[src/rtl/alarm_pkg.sv]
// Shared types and helpers for the alarm pattern controller.
// The SNOOZE state only carries logic when ALARM_SNOOZE_EN is defined.
package alarm_pkg;

   typedef enum logic [1:0] {
      IDLE   = 2'd0,
      RING   = 2'd1,
      SNOOZE = 2'd2
   } alarm_state_t;

   localparam logic ALARM_ON_CODE = 1'b1;

   function automatic int max3(input int a, input int b, input int c);
      int m;
      m = (a > b) ? a : b;
      return (m > c) ? m : c;
   endfunction

endpackage

[src/rtl/alarm_down_counter.sv]
// Loadable down counter that stops at zero and flags it; used for the ring/snooze
// duration and the blink half-period.
module alarm_down_counter #(
   parameter int W = 8
) (
   input  logic         clk,
   input  logic         rst,
   input  logic         load,
   input  logic [W-1:0] load_val,
   input  logic         en,
   output logic         zero
);

   logic [W-1:0] count;

   always_ff @(posedge clk or negedge rst) begin
      if (!rst)
         count <= '0;
      else if (load)
         count <= load_val;
      else if (en && (count != '0))
         count <= count - W'(1);
   end

   assign zero = (count == '0);

endmodule

[src/rtl/alarm_pattern_ctrl.sv]
// Multi-channel alarm ringer: latches requests, serves the lowest pending channel,
// drives a steady or blinking indicator. Snooze support under `ALARM_SNOOZE_EN.
module alarm_pattern_ctrl
   import alarm_pkg::*;
#(
   parameter int N_CH        = 2,
   parameter int SEG_W       = 7,
   parameter int ALARM_TIME  = 10_000_000,
   parameter int BLINK_HALF  = 1_000_000,
   parameter int SNOOZE_TIME = 50_000_000
) (
   input  logic             clk,
   input  logic             rst,
   input  logic [N_CH-1:0]  alarm_trigger,
   input  logic             alarm_ack,
   input  logic             snooze,
   input  logic             blink_en,
   output logic [0:SEG_W-1] alarm_signal,
   output logic [N_CH-1:0]  active_ch,
   output logic             busy
);

   localparam int                CNT_W      = $clog2(max3(ALARM_TIME, SNOOZE_TIME, BLINK_HALF)) + 1;
   localparam logic [CNT_W-1:0]  RING_LOAD  = CNT_W'(ALARM_TIME - 1);
   localparam logic [CNT_W-1:0]  BLINK_LOAD = CNT_W'(BLINK_HALF - 1);
   localparam logic [0:SEG_W-1]  ON_PATTERN = {SEG_W{ALARM_ON_CODE}};
`ifdef ALARM_SNOOZE_EN
   localparam logic [CNT_W-1:0]  SNOOZE_LOAD = CNT_W'(SNOOZE_TIME - 1);
`else
   logic unused_snooze;
   assign unused_snooze = snooze;
`endif

   alarm_state_t     state, state_n;
   logic [N_CH-1:0]  pending, clr, act_n;
   logic             phase, phase_n;
   logic [0:SEG_W-1] sig_n;
   logic             dur_load, dur_en, dur_zero;
   logic [CNT_W-1:0] dur_val;
   logic             blk_load, blk_en, blk_zero;

   alarm_down_counter #(.W(CNT_W)) u_dur (
      .clk(clk), .rst(rst), .load(dur_load), .load_val(dur_val), .en(dur_en), .zero(dur_zero)
   );

   alarm_down_counter #(.W(CNT_W)) u_blink (
      .clk(clk), .rst(rst), .load(blk_load), .load_val(BLINK_LOAD), .en(blk_en), .zero(blk_zero)
   );

   // Event priority while serving a channel: ack, then snooze, then retrigger, then expiry.
   always_comb begin
      state_n  = state;
      act_n    = active_ch;
      phase_n  = phase;
      clr      = '0;
      dur_load = 1'b0;
      dur_val  = RING_LOAD;
      dur_en   = 1'b0;
      blk_load = 1'b0;
      blk_en   = 1'b0;
      case (state)
         IDLE: begin
            if (pending != '0) begin
               state_n  = RING;
               act_n    = pending & (~pending + N_CH'(1));
               dur_load = 1'b1;
               blk_load = 1'b1;
               phase_n  = 1'b1;
            end
         end
         RING: begin
            if (alarm_ack) begin
               state_n = IDLE;
               clr     = active_ch;
               act_n   = '0;
            end
`ifdef ALARM_SNOOZE_EN
            else if (snooze) begin
               state_n  = SNOOZE;
               dur_load = 1'b1;
               dur_val  = SNOOZE_LOAD;
            end
`endif
            else begin
               if ((alarm_trigger & active_ch) != '0)
                  dur_load = 1'b1;
               else if (dur_zero) begin
                  state_n = IDLE;
                  clr     = active_ch;
                  act_n   = '0;
               end else
                  dur_en = 1'b1;
               if ((state_n == RING) && blink_en) begin
                  if (blk_zero) begin
                     phase_n  = ~phase;
                     blk_load = 1'b1;
                  end else
                     blk_en = 1'b1;
               end
            end
         end
`ifdef ALARM_SNOOZE_EN
         SNOOZE: begin
            if (alarm_ack) begin
               state_n = IDLE;
               clr     = active_ch;
               act_n   = '0;
            end else if (dur_zero) begin
               state_n  = RING;
               dur_load = 1'b1;
               blk_load = 1'b1;
               phase_n  = 1'b1;
            end else
               dur_en = 1'b1;
         end
`endif
         default: begin
            state_n = IDLE;
            act_n   = '0;
         end
      endcase
      sig_n = ((state_n == RING) && (!blink_en || phase_n)) ? ON_PATTERN : '0;
   end

   // A clear for the served channel beats a same-cycle request on that channel.
   always_ff @(posedge clk or negedge rst) begin
      if (!rst) begin
         state        <= IDLE;
         pending      <= '0;
         active_ch    <= '0;
         phase        <= 1'b0;
         alarm_signal <= '0;
         busy         <= 1'b0;
      end else begin
         state        <= state_n;
         pending      <= (pending | alarm_trigger) & ~clr;
         active_ch    <= act_n;
         phase        <= phase_n;
         alarm_signal <= sig_n;
         busy         <= (state_n != IDLE);
      end
   end

endmodule

[config.mk]
export PLATFORM = sky130hd
export DESIGN_NAME = alarm_pattern_ctrl
export DESIGN_NICKNAME = d
export VERILOG_FILES = /design/src/rtl/alarm_pkg.sv /design/src/rtl/alarm_down_counter.sv /design/src/rtl/alarm_pattern_ctrl.sv
export SDC_FILE = /design/constraint.sdc
export NUM_CORES = 1
export LEC_CHECK = 0
export CAP_MARGIN = 20
export CORE_ASPECT_RATIO = 0.8
export CORE_MARGIN = 5
export CORE_UTILIZATION = 55
export DETAILED_ROUTE_END_ITERATION = 8
export GPL_TIMING_DRIVEN = 0
export PLACE_DENSITY = 0.79
export SETUP_SLACK_MARGIN = 0.4
export SYNTH_ARGS = -nofsm -noshare
export SYNTH_HDL_FRONTEND = slang
export SYNTH_HIERARCHICAL = 1
export SYNTH_SLANG_ARGS = --single-unit
[constraint.sdc]
create_clock -name clk -period 8.8 [get_ports clk]
set_input_delay 1.76 -clock clk [delete_from_list [all_inputs] [get_ports clk]]
set_output_delay 1.76 -clock clk [all_outputs]
set_load 0.01 [all_outputs]
==> results of run 1 <==
==> cells by family after synthesis <==
| family | Yosys count | synth area share [%] |
|---|---|---|
| buffers and inverters | 38 | 5.11 |
| and+or+nand+nor | 222 | 32.4 |
| AOI/OAI and AO/OA | 111 | 21.0 |
| adders and majority gates | 2 | 0.605 |
| DFF | 63 | 38.1 |
| other | 2 | 0.182 |
| muxes | 2 | 0.484 |
| xor gates and xnor gates | 10 | 2.12 |
==> layout by cell type, fill, tap and decap left out, types with 7 or more instances in the layout <==
cell / count
nor3_1: 12
o31a_1: 10
nor2_1: 26
a31oi_1: 20
inv_1: 13
or2_2: 9
o31ai_1: 8
buf_4: 7
o211ai_1: 12
clkbuf_1: 13
clkdlybuf4s50_1: 14
nor4_1: 12
dfrtp_1: 63
or4_1: 18
o21ai_0: 21
clkbuf_8: 10
nand2b_1: 8
or3_1: 11
conb_1: 55
nand3_1: 15
xnor2_1: 10
nor3b_1: 7
nand2_1: 55
==> layout make-up <==
type	count	area, sq um	share of cell area, %
repair buffers	15	148	3.07
inverters	13	48.8	1.01
well taps	90	113	2.34
multi-input cells	402	2550	53.0
plain buffers	25	163	3.38
flip-flops and latches	63	1580	32.8
clock buffers	11	141	2.94
clock inverters	4	70.1	1.46
==> power by group <==
group	total (W)	internal, W	switching, W
Combinational	0.000206	0.0000926	0.000113
Clock	0.000278	0.000165	0.000113
Sequential	0.000406	0.000338	0.0000674
Total	0.000889	0.000596	0.000293
==> state kept, by name (all words and copies together) (netlist names) <==
register / count
u_dur/count: 27
phase: 1
state: 2
busy: 1
pending: 2
alarm_signal: 1
u_blink/count: 27
active_ch: 2
==> metrics by stage <==
stage / total power, W / hold WS, ns / setup slack [ns] / instances
6_report: 0.000889 / 0.547 / 4.27 / 623
5_1_grt: 0.000942 / 0.583 / 4.07 / 623
4_1_cts: 0.000890 / 0.544 / 4.37 / 623
3_5_place_dp: 0.000612 / 0.525 / 4.00 / 608
3_3_place_gp: 0.000601 / 0.508 / 3.82 / 608
2_1_floorplan: 0.000543 / 0.506 / 4.92 / 503
==> layer usage <==
metal | routed length [microns] | global-route usage, %
met1 | 5160 | 35.2
met4 | 150 | 7.32
met3 | 616 | 4.72
met5 | 0 | 0
met2 | 4340 | 35.1
==> worst max path at each step <==
stage / startpoint / end / slack (ns) / depth (start not counted)
after floorplan: alarm_ack / u_dur/count[14] / 4.92 / 8
final: alarm_trigger[0] / u_dur/count[14] / 4.27 / 8
after detailed placement: alarm_trigger[0] / u_dur/count[14] / 4.00 / 8
after CTS: alarm_trigger[0] / u_dur/count[14] / 4.37 / 8
after global routing: alarm_trigger[0] / u_dur/count[14] / 4.07 / 8
after global placement: rst / u_blink/count[21] / 3.82 / 1
==> summary.md, run 1 <==
| Metric | Value |
|---|---|
| Run status | `complete, no violations` |
| Pwr Density | `185 nW/um^2` |
| Slowest stage delay, CP | `0.63 ns` |
| Synth cell types | `58` |
| CTS tree | `done` |
| Clock skew | `0.0100 ns` |
| Synth area leaders | `dfrtp_1, nand2_1, or4_1` |
| Critical path cell sequence | `clkdlybuf4s50_1, a22oi_1, nor3b_1, nor3b_1, nand4_1, a31oi_1, a21boi_0, o31a_1` |
| Max cap viols | `0` |
| GRT Overall Usage | `23.7%` |
| Global-route wire length before repair | `17700 microns` |
| Drc violations | `0` |
| Most used DFF post-synth | `dfrtp_1` |
| # setup viols final | `0` |
| Vias in the first global route | `3657` |
| Post-Route Utilization | `65.4%` |
| Max IR drop VDD | `0.000131 V` |
| Drt first-iter violations | `364` |
| RR Startpoint | `u_blink/count[0]` |
| Initial Util | `56.2%` |
| Clock tree buffer depth | `2` |
| CTS Sinks | `63` |
| Critical path fanouts, max | `7` |
| Antenna cells | `0` |
| Initial antenna violation count | `0` |
| Synth top area share | `38.1%` |
| Overflow left after global routing | `0` |
| DR WL/cell | `16.5 microns` |
| Startpoint Class | `primary input` |
| Final Hold Viols | `0` |
| Seq cells post-synth | `63` |
| Worst skew pair latency | `0.35 ns` |
| Post-route setup TNS | `0 ns` |
| Core area | `7360 sq um` |
| Layout cells sized above 1 | `15.2%` |
| CTS Hold Buffers Added | `0` |
| Root buf cell | `clkbuf_8` |
| DP Area | `4600 sq um` |
| Most frequent cells after synthesis | `dfrtp_1, nand2_1, nor2_1` |
| Seq/Total Area, Yosys | `38.1%` |
| Vias per inst | `6.06` |
| Arr. time, crit path | `4.75 ns` |
| Post-synth EDFFs | `0` |
| Routability congestion estimate | `0.905` |
| Count leader, synth | `dfrtp_1` |
| Clock-pin slew on the worst setup and hold paths | `0.07 ns` |
| Area Growth Syn to Fin | `16.2%` |
| Post_cts resized | `0` |
| Die height | `87.6 microns` |
| Path category of the worst min-delay check | `flip-flop to flip-flop` |
| Vias | `3778` |
| Largest net degree at the start of global routing | `64` |
| Reg2Reg Depth | `12` |
| Fill count | `613` |
| Crit-path leading delay family | `compound AO/OA/AOI/OAI gates` |
| Post-Syn Instances | `450` |
| Post-route clock period utilization | `51.4%` |
| Final ANT Viol Nets | `0` |
| Drt first pass iters | `5` |
| Fin area | `4810 sq um` |
| Hold path cells | `1` |
| # Post-CTS Setup Buffers | `0` |
| Io pins | `17` |
| Mean post-synth cell area | `9.19 sq um` |
| Mapped cell area | `4140 sq um` |
| Crit path capture type | `flip-flop` |
| Synthesis Warnings | `6` |
| Leakage | `1.76 nW` |
| Reg-to-reg setup timing slack | `5.20 ns` |
| Nets | `538` |
| Final Slew Violations | `0` |
| Critical path's slowest cell | `nor3b_1` |
| Actual transition at the worst max-transition pin | `0.949 ns` |
| Fmax | `221 MHz` |
| Post-synth top area cell | `dfrtp_1` |
| Most used cell, CP | `nor3b_1` |
| HP Start | `active_ch[0]` |
| Kind of critical path | `primary input to flip-flop` |
| Crit path buffers/inverters | `1` |
| Die width | `107 microns` |
| Final wirelength | `10300 microns` |
| WHS Endpoint | `pending[0]` |
| Placed wire-length estimate | `7280 microns` |
| CP required | `9.02 ns` |
| H-tree depth | `3` |
| Unrepaired setup endpoints after global routing | `false` |
| Post-route minimum period | `4.53 ns` |
| Rows | `28` |
| Max_slew headroom | `36.0%` |
| Die area | `9370 sq um` |
| CTS Buf Count | `9` |
| Post-synth ARST share | `100%` |
| R2r endpoint | `u_blink/count[18]` |
| Number of port buffers | `15` |
Power figures use the tool's default switching activity.
==> run 2: changes to the inputs <==
==> constraint.sdc (replaced) <==
create_clock -name clk -period 4.46 [get_ports clk]
set_input_delay 0.892 -clock clk [delete_from_list [all_inputs] [get_ports clk]]
set_output_delay 0.892 -clock clk [all_outputs]
set_load 0.01 [all_outputs]
==> results of run 2 <==
The final DEF is identical to that of run 1. Status: complete, no violations.
Among the figures that moved: setup slack after placement 4.00 ns -> 0.532 ns; setup slack after layout 4.27 ns -> 0.803 ns; register-to-register setup slack 5.20 ns -> 0.86 ns; total power 0.000889 W -> 0.00175 W; worst IR drop on VDD 0.000131 V -> 0.000259 V
